<file path="config.mk">
export PLATFORM = sky130hd
export DESIGN_NAME = qos_arbiter
export DESIGN_NICKNAME = d
export VERILOG_FILES = /design/src/rtl/qos_arbiter.sv
export SDC_FILE = /design/constraint.sdc
export NUM_CORES = 1
export LEC_CHECK = 0
export BUFFER_PORTS_ARGS = -buffer_cell sky130_fd_sc_hd__buf_4
export CORE_ASPECT_RATIO = 0.8
export CORE_UTILIZATION = 53
export DETAILED_ROUTE_END_ITERATION = 12
export PLACE_DENSITY = 0.81
export SETUP_SLACK_MARGIN = 0.02
export SLEW_MARGIN = 20
export SYNTH_ARGS = -nofsm -noshare
export SYNTH_HDL_FRONTEND = slang
export SYNTH_SLANG_ARGS = --single-unit
</file>
<file path="constraint.sdc">
create_clock -name clk -period 3.8 [get_ports clk]
set_input_delay 0.95 -clock clk [delete_from_list [all_inputs] [get_ports clk]]
set_output_delay 0.95 -clock clk [all_outputs]
set_load 0.01 [all_outputs]
</file>
<file path="src/rtl/qos_arbiter.sv">
// Weighted round-robin pop arbiter for the four QoS class FIFOs.
// Combinational grant from registered credits and round-robin pointer.
module qos_arbiter #(
  parameter int W0 = 4,
  parameter int W1 = 3,
  parameter int W2 = 2,
  parameter int W3 = 1
) (
  input  logic       clk,
  input  logic       reset,
  input  logic [3:0] fifo_empty,
  input  logic       dest_afull,
  output logic [3:0] pop,
  output logic       push,
  output logic [1:0] grant_id,
  output logic [3:0] credit0,
  output logic [3:0] credit1,
  output logic [3:0] credit2,
  output logic [3:0] credit3
);

  localparam logic [3:0] WT [4] = '{4'(W0), 4'(W1), 4'(W2), 4'(W3)};

  logic [3:0] cred [4];
  logic [1:0] ptr;

  logic [3:0] c_raw;
  logic [3:0] cand;
  logic [3:0] eff [4];
  logic       refill;
  logic       go;
  logic       found;
  logic [1:0] g;
  logic [3:0] nc;

  always_comb begin
    for (int i = 0; i < 4; i++) begin
      c_raw[i] = !fifo_empty[i] && (cred[i] != 4'd0);
    end
    refill = (c_raw == 4'd0) && (fifo_empty != 4'hF);
    cand   = refill ? ~fifo_empty : c_raw;
    for (int i = 0; i < 4; i++) begin
      eff[i] = refill ? WT[i] : cred[i];
    end
    // reset gates the outputs so they drop without waiting for a clock
    go = !reset && !dest_afull && (fifo_empty != 4'hF);
    found = 1'b0;
    g     = 2'd0;
    for (int k = 0; k < 4; k++) begin
      if (!found && cand[2'(ptr + 2'(k))]) begin
        found = 1'b1;
        g     = 2'(ptr + 2'(k));
      end
    end
    nc = eff[g] - 4'd1;
  end

  assign pop      = go ? (4'b0001 << g) : 4'b0000;
  assign push     = go;
  assign grant_id = go ? g : 2'd0;

  always_ff @(posedge clk or posedge reset) begin
    if (reset) begin
      for (int i = 0; i < 4; i++) begin
        cred[i] <= WT[i];
      end
      ptr <= 2'd0;
    end else if (go) begin
      for (int i = 0; i < 4; i++) begin
        if (2'(i) == g) begin
          cred[i] <= nc;
        end else if (refill) begin
          cred[i] <= WT[i];
        end
      end
      ptr <= (nc != 4'd0) ? g : g + 2'd1;
    end
  end

  assign credit0 = cred[0];
  assign credit1 = cred[1];
  assign credit2 = cred[2];
  assign credit3 = cred[3];

endmodule

</file>
==> impl_metrics.tcl, run 1 <==
set metrics [dict create \
    worstPathArrival_ns 2.75 \
    hp-class "reg2reg" \
    syn_avg_cell_area_sq_um 8.95 \
    port_buffers 29 \
    period_needed_ns 3.70 \
    internal_power_mw 0.965 \
    htreeDepth 1 \
    syn-cell-area_sq_um 1500 \
    r2r_start "credit0[3]$_DFFE_PP0P_" \
    synth_seq_cells 18 \
    nFillCells 182 \
    core_sq_um 2560 \
    cp.required_ns 2.85 \
    wl_microns 4530 \
    diodes 0 \
    netSwitchingFraction_pct 48.5 \
    hold_buffers 0 \
    synth_edf_count 0 \
    worstSetupStartpoint "credit1[2]$_DFFE_PP0P_" \
    layout_commonest_cell "buf_4" \
    regToRegSetupSlack_ns 0.22 \
    tightest_slew_ns 0.715 \
    post-route-period-util_pct 97.3 \
    clock_path_buffers 2 \
    ant_nets 0 \
    cp_slowest_stage_delay_ns 0.46 \
    place_area_sq_um 1810 \
    gp_congestion 1.06 \
    dieArea_sq_um 3040 \
    drtIter0Drc 144 \
    hp-start "credit0[2]$_DFFE_PP1P_" \
    clock_latency_ns 0.30 \
    synthCells 167 \
    async_flop_share_pct 100 \
    rows 16 \
    endpoint_kind "output port" \
    drt_pre_antenna_iters 5 \
    die_y_microns 49.5 \
    ys_seq_area_share_pct 30.5 \
    ys.flop_type "dfrtp_1" \
    p_clk_share_pct 6.6 \
    cts_tree "done" \
    area_delta_synth_final_pct 32.5 \
    root_buffer "clkbuf_4" \
    regArea_sq_um 462 \
    initial_core_util_pct 58.3 \
    grt_use_total_pct 31.3 \
    gr-total-overflow 0 \
    grt_pass1_wl_microns 6900 \
    total_leakage_power_nw 0.922 \
    grt_max_degree 19 \
    cts.sinks 18 \
    path_clk_slew_ns 0.11 \
    syn-num-nets 180 \
    antenna_found_initial 0 \
    reg2regPathDepth 15 \
    fin_nets 230 \
    crit_chain "nor4_4 > o22ai_2 > o31a_1 > a221o_1 > o211a_2 > inv_2 > ha_1 > and2_1 > buf_4" \
    status "complete, no violations" \
    grt_pass1_vias 1419 \
    drc 0 \
    die_width_microns 61.4 \
    worst_hold_slack_ns 0.522 \
    synth_cell_type_count 51 \
    vias_per_cell 6.29 \
    power.total_mw 1.87 \
    yosysWarnings 0 \
    drv_cap 0 \
    fin_skew_ns 0.00264 \
    min_path_cells 2 \
    path_class "reg2out" \
    cp_slowest_cell "dfrtp_2" \
    comb_power_share_pct 70.8 \
    hold_viol_final 0 \
    startpoint_type "register" \
    p_sw_mw 0.908 \
    crit_fanout 6 \
    rsz0062_at_grt "true" \
    via_count 1584 \
    multiInputGateArea_sq_um 1000 \
    drive_gt1_share_pct 41.7 \
    power_frac_seq_pct 22.6 \
    slew-limit-headroom_pct 52.3 \
    setup_viol 0 \
    design_area_sq_um 1980 \
    power_density_nw_per_um2 946 \
    cts_buffers 3 \
    max_freq_mhz 270 \
    wl_per_cell_microns 18.0 \
    ios 30 \
    slew_viol_final 0 \
    final_cell_mix "buf_4 (52), nand2_1 (17), nor2_1 (14)" \
    ir_drop_v 0.000502 \
    dp_hpwl_microns 3300 \
]
-- metrics by stage --
step	utilization [%]	instances	worst slack [ns]	TNS [ns]
floorplan	-	167	0.0297	0
global placement	70.6	236	0.118	0
detailed placement	70.6	236	-0.0426	-0.0426
CTS	72.9	243	0.0133	0
global route	77.3	252	-0.0451	-0.0891
finish	77.3	252	0.103	0
-- sequential cells by signal, indices dropped and copies added, names as in the netlist --
| name | count |
|---|---|
| credit2 | 4 |
| ptr | 2 |
| credit3 | 4 |
| credit0 | 4 |
| credit1 | 4 |
-- repair_timing --
| item | in CTS | in global routing |
|---|---|---|
| setup buffers | 3 | 9 |
| gates cloned | 0 | 0 |
| endpoints found under the hold margin | 0 | 0 |
| pin swaps | 2 | 7 |
| endpoints found under the setup margin | 4 | 12 |
| gates resized for setup | 1 | 13 |
-- cell usage after synthesis (2+ instances only) --
library cell	instances	share of area, %
nor2b_1	2	0.84
or2_2	2	0.84
o22a_1	2	1.2
mux2i_1	4	2.7
clkbuf_1	4	1.0
ha_1	6	5.0
dfstp_2	5	8.8
nand3_1	3	1.0
o21ai_0	11	3.7
dfrtp_1	13	22
a211oi_1	3	1.5
a22o_1	5	2.9
nand2b_1	2	0.84
and2_1	3	1.3
or3_1	2	0.84
nor4_4	4	5.7
o211a_1	4	2.7
nor4b_1	2	1.2
buf_1	2	0.50
a21oi_1	8	2.7
nor3_1	4	1.3
a32o_1	3	2.0
xnor2_1	2	1.2
nor2_1	14	3.5
inv_1	11	2.8
nand2_1	17	4.3
mux2_2	3	2.3
o31a_1	3	1.8
-- final cells by class --
cell class              instances  share of cell area [%]
repair buffers                 52                    19.7
clock buffers                   4                    1.83
multi-input cells             130                    50.6
flip-flops and latches         18                    23.3
well taps                      36                    2.27
inverters                      12                    2.27
-- worst max-delay path: cells and delay by family (launching register included) --
family | cells | cell delay, ns
AOI/OAI and AO/OA | 4 | 1.01
adders and majority gates | 1 | 0.23
buffers and inverters | 2 | 0.22
DFF | 1 | 0.46
and+or+nand+nor | 2 | 0.51
-- path summary, 6_finish.rpt --
path                                           to
min in group asynchronous  credit2[0]$_DFFE_PP0P_
max in group asynchronous  credit0[3]$_DFFE_PP0P_
min                        credit0[2]$_DFFE_PP1P_
min reg2reg                credit0[2]$_DFFE_PP1P_
max                                        pop[2]
max reg2reg                    ptr[0]$_DFFE_PP0P_
-- logic make-up after synthesis --
kind of cell | count (synthesis) | share of synthesized area (%)
muxes | 8 | 6.44
xor gates and xnor gates | 3 | 1.76
DFF | 18 | 30.5
buffers and inverters | 19 | 5.27
adders and majority gates | 6 | 5.02
and+or+nand+nor | 62 | 24.7
AOI/OAI and AO/OA | 51 | 26.3
-- power by group through the flow --
stage / sequential (mW) / combinational, mW / clock, mW
after floorplan: 0.416 / 0.741 / 0
after global placement: 0.417 / 1.16 / 0
after detailed placement: 0.419 / 1.19 / 0
after CTS: 0.417 / 1.22 / 0.124
after global routing: 0.433 / 1.42 / 0.132
final: 0.423 / 1.33 / 0.124
-- routing by layer --
layer / track usage (%) / vias up / part of all wire [%]
met5: 0 / - / 0
met4: 5.19 / 0 / 0.57
met3: 6.56 / 4 / 9.8
met2: 48.7 / 89 / 47
met1: 45.3 / 769 / 42
li1: - / 722 / -
No activity file was read; power rests on OpenSTA's default activity.
==> run 2, diff against run 1 <==
Settings changed: ABC_AREA set to 1, CORE_MARGIN set to 5, PLACE_DENSITY 0.81 to 0.8.
Clock period 3.8 ns to 4.7 ns, I/O delays scaled along.
==> run 2 against run 1 <==
  * Cell count grew 29%
  * Utilization decreased by 12 points
  * Sequential share of layout area is 1.1 points lower
  * Highest routed layer unchanged
  * Design area rose by 3.9%
  * Largest cell class unchanged
==> impl_metrics.tcl, run 2 <==
set metrics [dict create \
    crit_fanout 16 \
    endpoint_kind "output port" \
    drv_cap 0 \
    period_needed_ns 4.45 \
    tightest_slew_ns 0.446 \
    cp_slowest_cell "nand2_4" \
    diodes 0 \
    vias_per_cell 5.75 \
    status "complete, no violations" \
    path_class "in2out" \
    clock_latency_ns 0.26 \
    design_area_sq_um 2060 \
    startpoint_type "primary input" \
    fin_nets 300 \
    post-route-period-util_pct 94.8 \
    core_sq_um 3130 \
    worstPathArrival_ns 3.28 \
    final_cell_mix "nand2_1 (58), inv_1 (36), nand3_1 (35)" \
    syn_avg_cell_area_sq_um 6.86 \
    synth_seq_cells 18 \
    synth_edf_count 0 \
    grt_use_total_pct 23.8 \
    grt_pass1_vias 1748 \
    drive_gt1_share_pct 28.7 \
    port_buffers 29 \
    clock_path_buffers 2 \
    ios 30 \
    hp-class "reg2reg" \
    drc 0 \
    root_buffer "clkbuf_8" \
    via_count 1875 \
    gr-total-overflow 0 \
    die_y_microns 61.5 \
    drtIter0Drc 226 \
    cts_tree "done" \
    setup_tns_ns 0 \
    synth_cell_type_count 33 \
    cts.sinks 18 \
    wl_per_cell_microns 15.0 \
    synthCells 256 \
    setup_viol 0 \
    grt_max_degree 19 \
    path_clk_slew_ns 0.07 \
    wl_microns 4910 \
    cp_slowest_stage_delay_ns 0.25 \
    yosysWarnings 0 \
    syn-cell-area_sq_um 1760 \
    area_delta_synth_final_pct 17.1 \
    place_area_sq_um 2000 \
    syn-num-nets 269 \
    rows 18 \
    synth_top_area_share_pct 18.5 \
    slew_viol_final 0 \
    synth_top_cell_by_area "dfrtp_1" \
    netlist_top_cells_area "dfrtp_1 (19%), nand2_1 (12%), nand3_1 (10%)" \
    htreeDepth 1 \
    cts_buffers 3 \
    dieArea_sq_um 4570 \
    ys_seq_area_share_pct 26.0 \
    gp_congestion 0.940 \
    crit_chain "buf_4 > inv_1 > nand2_1 > nand2_1 > inv_2 > nand3_2 > nand3_1 > nand3_1 > nand2_2 > nor2_2 > nand4_2 > nand2_4 > inv_2 > ha_1 > inv_1 > nor2_1 > buf_4" \
    antenna_found_initial 0 \
    initial_core_util_pct 56.1 \
    slew-limit-headroom_pct 70.2 \
    ant_nets 0 \
    drt_pre_antenna_iters 6 \
    yosysMostFrequentCell "nand2_1" \
    fin_skew_ns 0.00333 \
    max_freq_mhz 224 \
    hold_buffers 0 \
    rsz0062_at_grt "false" \
    layout_commonest_cell "nand2_1" \
    grt_pass1_wl_microns 8370 \
    dp.cells 322 \
    async_flop_share_pct 100 \
    die_width_microns 74.4 \
    hold_viol_final 0 \
    dp_hpwl_microns 3780 \
    ys.flop_type "dfrtp_1" \
    stdcell_count 326 \
    cp.required_ns 3.52 \
    synth_common_cells "nand2_1 (58), inv_1 (37), nand3_1 (35), nor2_1 (20), dfrtp_1 (13)" \
]
[run 2: cell count changes in the layout (fill, tap and decap cells not counted), sizes merged, moves of 6 or more]
cell / before / now
o22ai: 2 / 8
nand2: 17 / 73
buf: 52 / 32
nor2: 15 / 25
nand3: 3 / 46
inv: 12 / 38
[run 2: final cells by class]
cell class,count,area (sq um)
Multi-Input combinational cell,191,1100
Fill cell,291,1070
Sequential cell,18,457
Timing Repair Buffer,32,240
Inverter,41,159
Clock buffer,4,55.1
Tap cell,40,50.0
[run 2: final timing paths]
kind,slack (ns),depth (start not counted),from,to
max,0.25,17,fifo_empty[0],pop[0]
min,0.58,2,credit2[0]$_DFFE_PP0P_,credit2[0]$_DFFE_PP0P_
max reg2reg,1.34,23,credit0[2]$_DFFE_PP1P_,ptr[0]$_DFFE_PP0P_
min reg2reg,0.58,2,credit2[0]$_DFFE_PP0P_,credit2[0]$_DFFE_PP0P_
max in group asynchronous,3.45,3,reset,credit2[1]$_DFFE_PP1P_
min in group asynchronous,0.98,3,reset,credit3[3]$_DFFE_PP0P_
[run 2: critical path: cells and delay by family]
family	cells	cell delay (ns)
adders and majority gates	1	0.23
and+or+nand+nor	10	1.29
buffers and inverters	6	0.60
[run 2: stage by stage]
step	util (%)	setup slack [ns]	hold WS, ns
3_3_place_gp	63.9	0.279	0.559
6_report	65.7	0.246	0.584
3_5_place_dp	63.9	0.233	0.571
2_1_floorplan	-	0.632	0.553
4_1_cts	65.7	0.228	0.586
5_1_grt	65.7	0.0275	0.610
[run 2: cell families after synthesis]
family	after synthesis	synth area share [%]
DFF	18	26.0
AOI/OAI and AO/OA	34	12.8
buffers and inverters	47	11.6
xor gates and xnor gates	1	0.926
and+or+nand+nor	150	44.4
adders and majority gates	6	4.27
[run 2: per-layer routing]
| metal | vias to the layer above | track usage [%] | wire (microns) |
|---|---|---|---|
| met4 | 0 | 5.84 | 63 |
| met5 | - | 0 | 0 |
| met2 | 108 | 34.0 | 2060 |
| li1 | 907 | - | - |
| met3 | 11 | 5.55 | 496 |
| met1 | 849 | 35.8 | 2280 |
[run 2: timing repair]
item,in CTS,in global routing
gates resized for setup,0,1
buffers inserted,0,0
setup endpoints to repair,0,2
Power of run 2 is left out: the tool's default activity adds up to more than one toggle a clock period on the data nets, which glitch-free logic cannot reach.
